==> src/rtl/pss_sequence_tx.sv <==
// NR primary synchronisation signal frame generator.
// Emits one frame of PAD_PRE zero samples, the 127 BPSK chips of the PSS for
// the requested N_id_2, then PAD_POST zero samples on an AXI-Stream master.
// Ports:
//   clk_i, reset_ni            clock, asynchronous active-low reset
//   start_i, N_id_2_i          single-cycle frame request and PSS identity (0..2)
//   m_axis_out_tdata/tvalid/   output stream, {Q, I} with I in the lower half
//   tready/tlast
//   busy_o                     high while a frame is being prepared or sent
module pss_sequence_tx #(
  parameter int unsigned OUT_DW    = 32,
  parameter int unsigned AMPLITUDE = 2 ** (OUT_DW / 2 - 2),
  parameter int unsigned PAD_PRE   = 56,
  parameter int unsigned PAD_POST  = 57
) (
  input  logic              clk_i,
  input  logic              reset_ni,
  input  logic              start_i,
  input  logic [1:0]        N_id_2_i,
  output logic [OUT_DW-1:0] m_axis_out_tdata,
  output logic              m_axis_out_tvalid,
  input  logic              m_axis_out_tready,
  output logic              m_axis_out_tlast,
  output logic              busy_o
);

  localparam int unsigned HALF_W    = OUT_DW / 2;
  localparam int unsigned CHIPS     = 127;
  localparam int unsigned FRAME_LEN = PAD_PRE + CHIPS + PAD_POST;
  localparam int unsigned CNT_W     = $clog2(FRAME_LEN);
  localparam int          CHIP_FIRST = int'(PAD_PRE);
  localparam int          CHIP_LAST  = int'(PAD_PRE + CHIPS - 1);

  localparam logic [CNT_W-1:0]  CNT_LAST  = CNT_W'(FRAME_LEN - 1);
  localparam logic [6:0]        LFSR_INIT = 7'b1110110;
  localparam logic [HALF_W-1:0] AMP_POS   = HALF_W'(AMPLITUDE);
  localparam logic [HALF_W-1:0] AMP_NEG   = HALF_W'(0) - AMP_POS;

  localparam logic [1:0] IDLE    = 2'd0;
  localparam logic [1:0] ADVANCE = 2'd1;
  localparam logic [1:0] SEND    = 2'd2;

  logic [1:0]        state_q, state_d;
  logic [CNT_W-1:0]  cnt_q, cnt_d;
  logic [6:0]        adv_q, adv_d;
  logic [6:0]        lfsr_q, lfsr_d;
  logic              tvalid_q, tvalid_d;
  logic              tlast_q, tlast_d;
  logic [OUT_DW-1:0] tdata_q, tdata_d;
  logic              busy_q;
  logic              enter_send;
  logic [6:0]        m0;

  // Window x(i..i+6) with x(i) in bit 0; a step appends x(i+7)=x(i+4)^x(i).
  function automatic logic [6:0] lfsr_step(input logic [6:0] w);
    return {w[4] ^ w[0], w[6:1]};
  endfunction

  function automatic logic is_chip(input logic [CNT_W-1:0] cnt);
    return (int'(cnt) >= CHIP_FIRST) && (int'(cnt) <= CHIP_LAST);
  endfunction

  // x=0 -> d=+1 -> +AMPLITUDE; x=1 -> d=-1 -> -AMPLITUDE; Q is always zero.
  function automatic logic [OUT_DW-1:0] sample_f(input logic [CNT_W-1:0] cnt,
                                                 input logic x0);
    if (is_chip(cnt)) return {HALF_W'(0), (x0 ? AMP_NEG : AMP_POS)};
    return '0;
  endfunction

  // Cyclic shift m0 = 43*N_id_2; the m-sequence period of 127 makes the mod implicit.
  always_comb begin
    case (N_id_2_i)
      2'd1:    m0 = 7'd43;
      2'd2:    m0 = 7'd86;
      default: m0 = 7'd0;
    endcase
  end

  // Next-state and next-output logic; the output sample is computed from next-state values.
  always_comb begin
    state_d    = state_q;
    cnt_d      = cnt_q;
    adv_d      = adv_q;
    lfsr_d     = lfsr_q;
    tvalid_d   = tvalid_q;
    tlast_d    = tlast_q;
    tdata_d    = tdata_q;
    enter_send = 1'b0;

    case (state_q)
      IDLE: begin
        if (start_i && (N_id_2_i != 2'd3)) begin
          lfsr_d = LFSR_INIT;
          adv_d  = m0;
          if (m0 != 7'd0) state_d = ADVANCE;
          else            enter_send = 1'b1;
        end
      end
      ADVANCE: begin
        lfsr_d = lfsr_step(lfsr_q);
        adv_d  = adv_q - 7'd1;
        if (adv_q == 7'd1) enter_send = 1'b1;
      end
      SEND: begin
        if (m_axis_out_tready) begin
          if (cnt_q == CNT_LAST) begin
            state_d  = IDLE;
            cnt_d    = '0;
            tvalid_d = 1'b0;
            tlast_d  = 1'b0;
            tdata_d  = '0;
          end else begin
            cnt_d = cnt_q + CNT_W'(1);
            if (is_chip(cnt_q)) lfsr_d = lfsr_step(lfsr_q);
            tdata_d = sample_f(cnt_d, lfsr_d[0]);
            tlast_d = (cnt_d == CNT_LAST);
          end
        end
      end
      default: state_d = IDLE;
    endcase

    // Preload sample 0 so it is already registered in the first SEND cycle.
    if (enter_send) begin
      state_d  = SEND;
      cnt_d    = '0;
      tvalid_d = 1'b1;
      tlast_d  = 1'b0;
      tdata_d  = sample_f('0, lfsr_d[0]);
    end
  end

  // State and output registers.
  always_ff @(posedge clk_i or negedge reset_ni) begin
    if (!reset_ni) begin
      state_q  <= IDLE;
      cnt_q    <= '0;
      adv_q    <= '0;
      lfsr_q   <= LFSR_INIT;
      tvalid_q <= 1'b0;
      tlast_q  <= 1'b0;
      tdata_q  <= '0;
      busy_q   <= 1'b0;
    end else begin
      state_q  <= state_d;
      cnt_q    <= cnt_d;
      adv_q    <= adv_d;
      lfsr_q   <= lfsr_d;
      tvalid_q <= tvalid_d;
      tlast_q  <= tlast_d;
      tdata_q  <= tdata_d;
      busy_q   <= (state_d != IDLE);
    end
  end

  assign m_axis_out_tdata  = tdata_q;
  assign m_axis_out_tvalid = tvalid_q;
  assign m_axis_out_tlast  = tlast_q;
  assign busy_o            = busy_q;

endmodule
==> config.mk <==
export PLATFORM = sky130hd
export DESIGN_NAME = pss_sequence_tx
export DESIGN_NICKNAME = d
export VERILOG_FILES = /design/src/rtl/pss_sequence_tx.sv
export SDC_FILE = /design/constraint.sdc
export NUM_CORES = 1
export LEC_CHECK = 0
export BUFFER_PORTS_ARGS = -buffer_cell sky130_fd_sc_hd__buf_2
export CAP_MARGIN = 20
export CORE_ASPECT_RATIO = 1.25
export CORE_MARGIN = 4
export CORE_UTILIZATION = 24
export CTS_CLUSTER_DIAMETER = 100
export DETAILED_ROUTE_END_ITERATION = 10
export GPL_TIMING_DRIVEN = 0
export SETUP_SLACK_MARGIN = 0.4
export SYNTH_ARGS = -nofsm -noshare
export SYNTH_HDL_FRONTEND = slang
export SYNTH_SLANG_ARGS = --single-unit
==> constraint.sdc <==
create_clock -name clk_i -period 2.2 [get_ports clk_i]
set_input_delay 0.44 -clock clk_i [delete_from_list [all_inputs] [get_ports clk_i]]
set_output_delay 0.44 -clock clk_i [all_outputs]
set_load 0.02 [all_outputs]
# [Word-level counts from Yosys, hierarchy flattened]
# Cells that the tools add are included.
[word_totals] out_inout_bits=35 reg_bits=59 elab_cells=88 input_bits=6
[classes] add_sub_neg=2 n_mux=44 n_bitwise=1 order_cmp=4 n_reduce_logical=16 n_eq_ne=12
[ops] op="$mux 32" count=6
[ops] op="$mux 7" count=8
[ops] op="$mux 8" count=4
[ops] op="$pmux 7 s2" count=2
[ops] op="$pmux 7 s3" count=1
[ops] op="$eq 8x8->1 const B" count=2
[ops] op="$ge 8x6->1 const B" count=2
[ops] op="$le 8x8->1 const B" count=2
[ops] op="$mux 16" count=1
[ops] op="$mux 1" count=15
[ops] op="$mux 2" count=5
[ops] op="$ne 2x2->1 const B" count=5
[ops] op="$reduce_bool 2->1" count=5
[ops] op="$add 8x1->8 const B" count=1
[ops] op="$eq 7x1->1 const B" count=1
[ops] op="$reduce_bool 7->1" count=1
[ops] op="$sub 7x1->7 const B" count=1
[ops] op="$pmux 2 s3" count=1
[ops] op="$reduce_and 5->1" count=1
[ops] op="$eq 2x1->1 const B" count=2
[ops] op="$eq 2x2->1 const B" count=2
[ops] op="$reduce_and 2->1" count=2
[ops] op="$reduce_and 4->1" count=1
[ops] op="$logic_and 1x1->1" count=3
[ops] op="5 further kinds" count=5

# [Longest topological paths before layout]
[depth] depth_word=13 ltp_mapped=9 depth_no_buf=7

# [Worst setup path before layout]
# OpenSTA, ideal clock, no wires.
[synth_path] path_type="register to register" start="reg state_q[1]" end="reg lfsr_q[1]" setup_ns=0.082 slack_ns=-0.123 t_arrival_ns=2.241 path_stages_with_launch=9 required_time_ns=2.118 period_less_slack_ns=2.323 cell_sequence="dfrtp_1 > inv_1 > ha_1 > buf_2 > or2_2 > nor2_1 > a221oi_1 > o21a_1 > mux2_2"
[synth_via] elab_chain_cells=3 elab_cells_between_ends=10 cone_classes="eq/ne (6); mux (1); reduce/logical (3)"
[synth_rtl] element="start: declaration" line="43" source="logic [1:0] state_q, state_d;"
[synth_rtl] element="start signal: assignment" line="145" source="state_q <= state_d;"
[synth_rtl] element="$eq 2x2->1 (tied with other cells)" line="90" source="case (state_q)"
[synth_rtl] element="$ne 2x2->1 (no line) / $reduce_bool 3->1 (equally long branches)"
[synth_rtl] element="$reduce_and 5->1 (no line)"
[synth_rtl] element="end signal: assignment" line="148" source="lfsr_q <= lfsr_d;"
[synth_rtl] element="end: declaration" line="46" source="logic [6:0] lfsr_q, lfsr_d;"
# Parallel ways exist; a longest one is shown, timed or not.
# A chain may end at the register's enable or synchronous reset.

# [Worst setup path in the final report]
[layout_path] start="reg state_q[0]" end="reg cnt_q[5]"
[layout_via] elab_chain_cells=4 elab_cells_between_ends=8 cone_classes="eq/ne (2); mux (2); reduce/logical (4)"
[layout_rtl] element="$eq 2x1->1 / $logic_not 2->1 (equally long branches)" line="90"
[layout_rtl] element="$pmux 1 s2" line="90"
[layout_rtl] element="$reduce_bool 2->1 (no line)"
[layout_rtl] element="$reduce_and 2->1 (no line)"
[layout_rtl] element="end signal: assignment" line="146" source="cnt_q <= cnt_d;"
[layout_rtl] element="end: declaration" line="44" source="logic [CNT_W-1:0] cnt_q, cnt_d;"
# Parallel ways exist; a longest one is shown, timed or not.

==> key figures <==
Place
  – Routability cong.: 0.7908
  – Cells after DPL: 437
  – Dpl ws: -59.02 ps
  – Cell Area, Placed: 2755 sq um
  – Sum of net half-perimeters after detailed placement: 3.881 mm
  – PortBufs: 10

Worst setup path
  – Path depth of the worst reg2reg path: 8
  – Required time worst endpoint: 2410 ps
  – Startpoint class of the critical path: flip-flop
  – Worst r2r dst: cnt_q[5]
  – Crit Path Class: reg -> reg
  – Flop-to-flop setup slack: 250 ps
  – CP Launch Point: state_q[0]
  – Worst Path Max Fanout: 4
  – Arrival time at the worst endpoint: 2160 ps
  – Worst r2r src: state_q[0]
  – Critical Path End Type: flip-flop

Synth
  – Yosys top cell by area: dfrtp_1
  – Synthesized flop and latch total: 29
  – Netlist cell types: 56
  – Top cell type's share of synthesized area: 0.2576
  – Synth top area cells: dfrtp_1 26%, buf_4 9.7%, ha_1 7.0%
  – Most frequent cell after synthesis: nand2_1
  – Mapped Area: 2331 sq um
  – Syn. warnings: 0
  – Sequential share of the synthesized area: 0.3140
  – Cells after Synth: 275
  – Synth top cells by count: 37 x nand2_1, 30 x buf_4, 24 x dfrtp_1
  – Top FF cell, synth: dfrtp_1
  – Post-synth EDFFs: 0
  – Mapped Avg Cell Area: 8.476 sq um
  – Post-synth ARST share: 1.000

Clock network
  – H-tree level count: 2
  – Reg clk slew, reported paths: 50 ps
  – Clock Tree Root: clkbuf_16
  – CTS Buffer Depth: 2
  – CTS buffer count: 5
  – Sink count of the clock tree: 29
  – # hold bufs at CTS: 0
  – Clk_lat worst skew: 280 ps
  – CTS tree: yes

Finish
  – Area of the multi-input gates: 1678 sq um
  – Register area: 735.7 sq um
  – Fill count: 888
  – ANT cells: 0
  – Final Instance Count excl. Fillers: 487
  – Share of cells above drive strength 1: 0.4533
  – Design area: 3540 sq um
  – P&R area growth vs syn: 51.85%
  – Final #Nets: 382

STA
  – Clk_skew: 6.160 ps
  – Fin. max-slew vios: 0
  – Final Hold Slack: 207.1 ps
  – Tcrit/Tclk final: 0.8853
  – F_max: 513.5 MHz
  – Fin. Hold Viols: 0
  – Worst setup margin: 252.4 ps
  – Setup violators final: 0
  – Worst-margin pin slew: 688.1 ps
  – Slew margin rel.: 0.5412
  – Setup TNS: 0 ps
  – RSZ-0062 raised after global routing: true
  – Min Tclk post-route: 1948 ps

Power
  – Sw Share: 0.3146
  – Clk pwr share: 0.364
  – Seq pwr share: 0.332
  – Max IR drop VDD: 0.2706 mV
  – Comb power frac: 0.304
  – PD cells: 509.9 nW/um^2
  – Pint: 0.001237 W
  – Leakage dissipation: 1.642 nW
  – Sw power: 0.0005679 W

GRT
  – Vias in the first global route: 2,143
  – Largest net degree at the start of global routing: 30
  – Initial antenna violation count: 0
  – Congestion Overflow GR: 0
  – Total track usage: 0.1068
  – First-pass GRT wire length: 9.660 mm

Floorplanning
  – Die height: 118.2 um
  – FP Rows: 39
  – Die Footprint: 11,360 sq um
  – Effective utilization at floorplan: 0.2501
  – Die W: 96.15 um
  – Core outline area: 9320 sq um
  – Num ports: 41

Drt
  – Detailed Route WL: 6.040 mm
  – Final antenna-violating net count: 0
  – Remaining DRCs: 0
  – DRT iter0 DRCs: 108
  – DR vias: 2,204
  – Vias/cell: 4.526
  – WL per Instance: 12.40 um
  – Initial DRT Pass Iterations: 4

Job
  – Max-Cap Viols: 0

Outcome
  – Status: finished, final reports clean

Worst hold path
  – Worst min-delay path class: in -> async
flip-flops by register name, indices dropped and copies added, names as in the netlist:
signal             flops
cnt_q                  8
m_axis_out_tdata       2
m_axis_out_tlast       1
adv_q                  7
state_q                2
busy_o                 1
lfsr_q                 7
m_axis_out_tvalid      1
per-layer routing:
| metal | vias to the layer above | track usage | part of all wire |
|---|---|---|---|
| met5 | - | 0 | 0 |
| met4 | 0 | 0.04715 | 0.024 |
| met3 | 12 | 0.02668 | 0.050 |
| met2 | 57 | 0.1853 | 0.52 |
| met1 | 1053 | 0.1205 | 0.40 |
| li1 | 1082 | - | - |
cells in the final DEF (no fill, tap or decap), drive strengths merged, types with 2 or more instances in the layout:
cell type   n
buf        89
nand2      37
conb       30
dfrtp      24
nor2       19
inv        15
o21ai      14
ha         13
clkbuf     11
nand3      10
a21oi       9
mux2i       8
a211oi      6
dfstp       5
xnor2       5
nor3        4
mux2        4
nand2b      4
and3        4
o22ai       4
a21o        3
o221ai      3
or4         2
a22o        2
nand4       2
nor2b       2
or3         2
o31ai       2
clkinv      2
nor4        2
or2         2
a31oi       2
o21a        2
xor2        2
what timing repair did:
| item | 4_1_cts | 5_1_grt |
|---|---|---|
| pin swaps | 18 | 16 |
| gates resized for setup | 42 | 39 |
| setup endpoints to repair | 27 | 26 |
| setup buffers | 31 | 11 |
worst max-delay path: stages (launching register included):
cell and delay (ps):
dfrtp_2 440, inv_4 60, ha_4 170, nand2_4 60, o32ai_4 80, buf_12 150, or4_4 520, or3_1 330
nand3_1 80
power groups by stage:
| stage | Clock [W] | Sequential (W) | Combinational [W] |
|---|---|---|---|
| 2_1_floorplan | 0 | 0.000590 | 0.000324 |
| 3_3_place_gp | 0 | 0.000596 | 0.000393 |
| 3_5_place_dp | 0 | 0.000600 | 0.000399 |
| 4_1_cts | 0.000672 | 0.000597 | 0.000509 |
| 5_1_grt | 0.000698 | 0.000602 | 0.000591 |
| 6_report | 0.000658 | 0.000599 | 0.000548 |
how the worst max path moves through the flow:
| stage | end | slack, ps | depth (start not counted) |
|---|---|---|---|
| final | cnt_q[5] | 250 | 8 |
| after global routing | m_axis_out_tlast | 220 | 7 |
| after CTS | m_axis_out_tlast | 280 | 8 |
| after detailed placement | m_axis_out_tlast | -60 | 6 |
| after global placement | m_axis_out_tlast | -30 | 6 |
| after floorplan | lfsr_q[1] | 250 | 8 |
layout make-up:
type	instances	area share
inverters	16	0.02086
clock inverters	2	0.002828
repair buffers	52	0.1188
plain buffers	42	0.09579
flip-flops and latches	29	0.2078
clock buffers	6	0.03641
multi-input cells	217	0.4740
well taps	123	0.04348
per-stage QoR:
step / util / total power [W]
floorplan: - / 0.0009140
global placement: 0.2956 / 0.0009886
detailed placement: 0.2956 / 0.0009986
CTS: 0.3580 / 0.001778
global route: 0.3798 / 0.001891
finish: 0.3798 / 0.001805
cell families after synthesis:
kind of cell | Yosys count | synth area share
compound gates | 58 | 0.1825
flops | 29 | 0.3140
buf+inv | 58 | 0.1433
mux | 12 | 0.05368
simple gates | 97 | 0.2088
xor+xnor | 7 | 0.02630
other cells | 1 | 0.001609
fa+ha+maj | 13 | 0.06978
No activity file was read; power rests on OpenSTA's default activity.
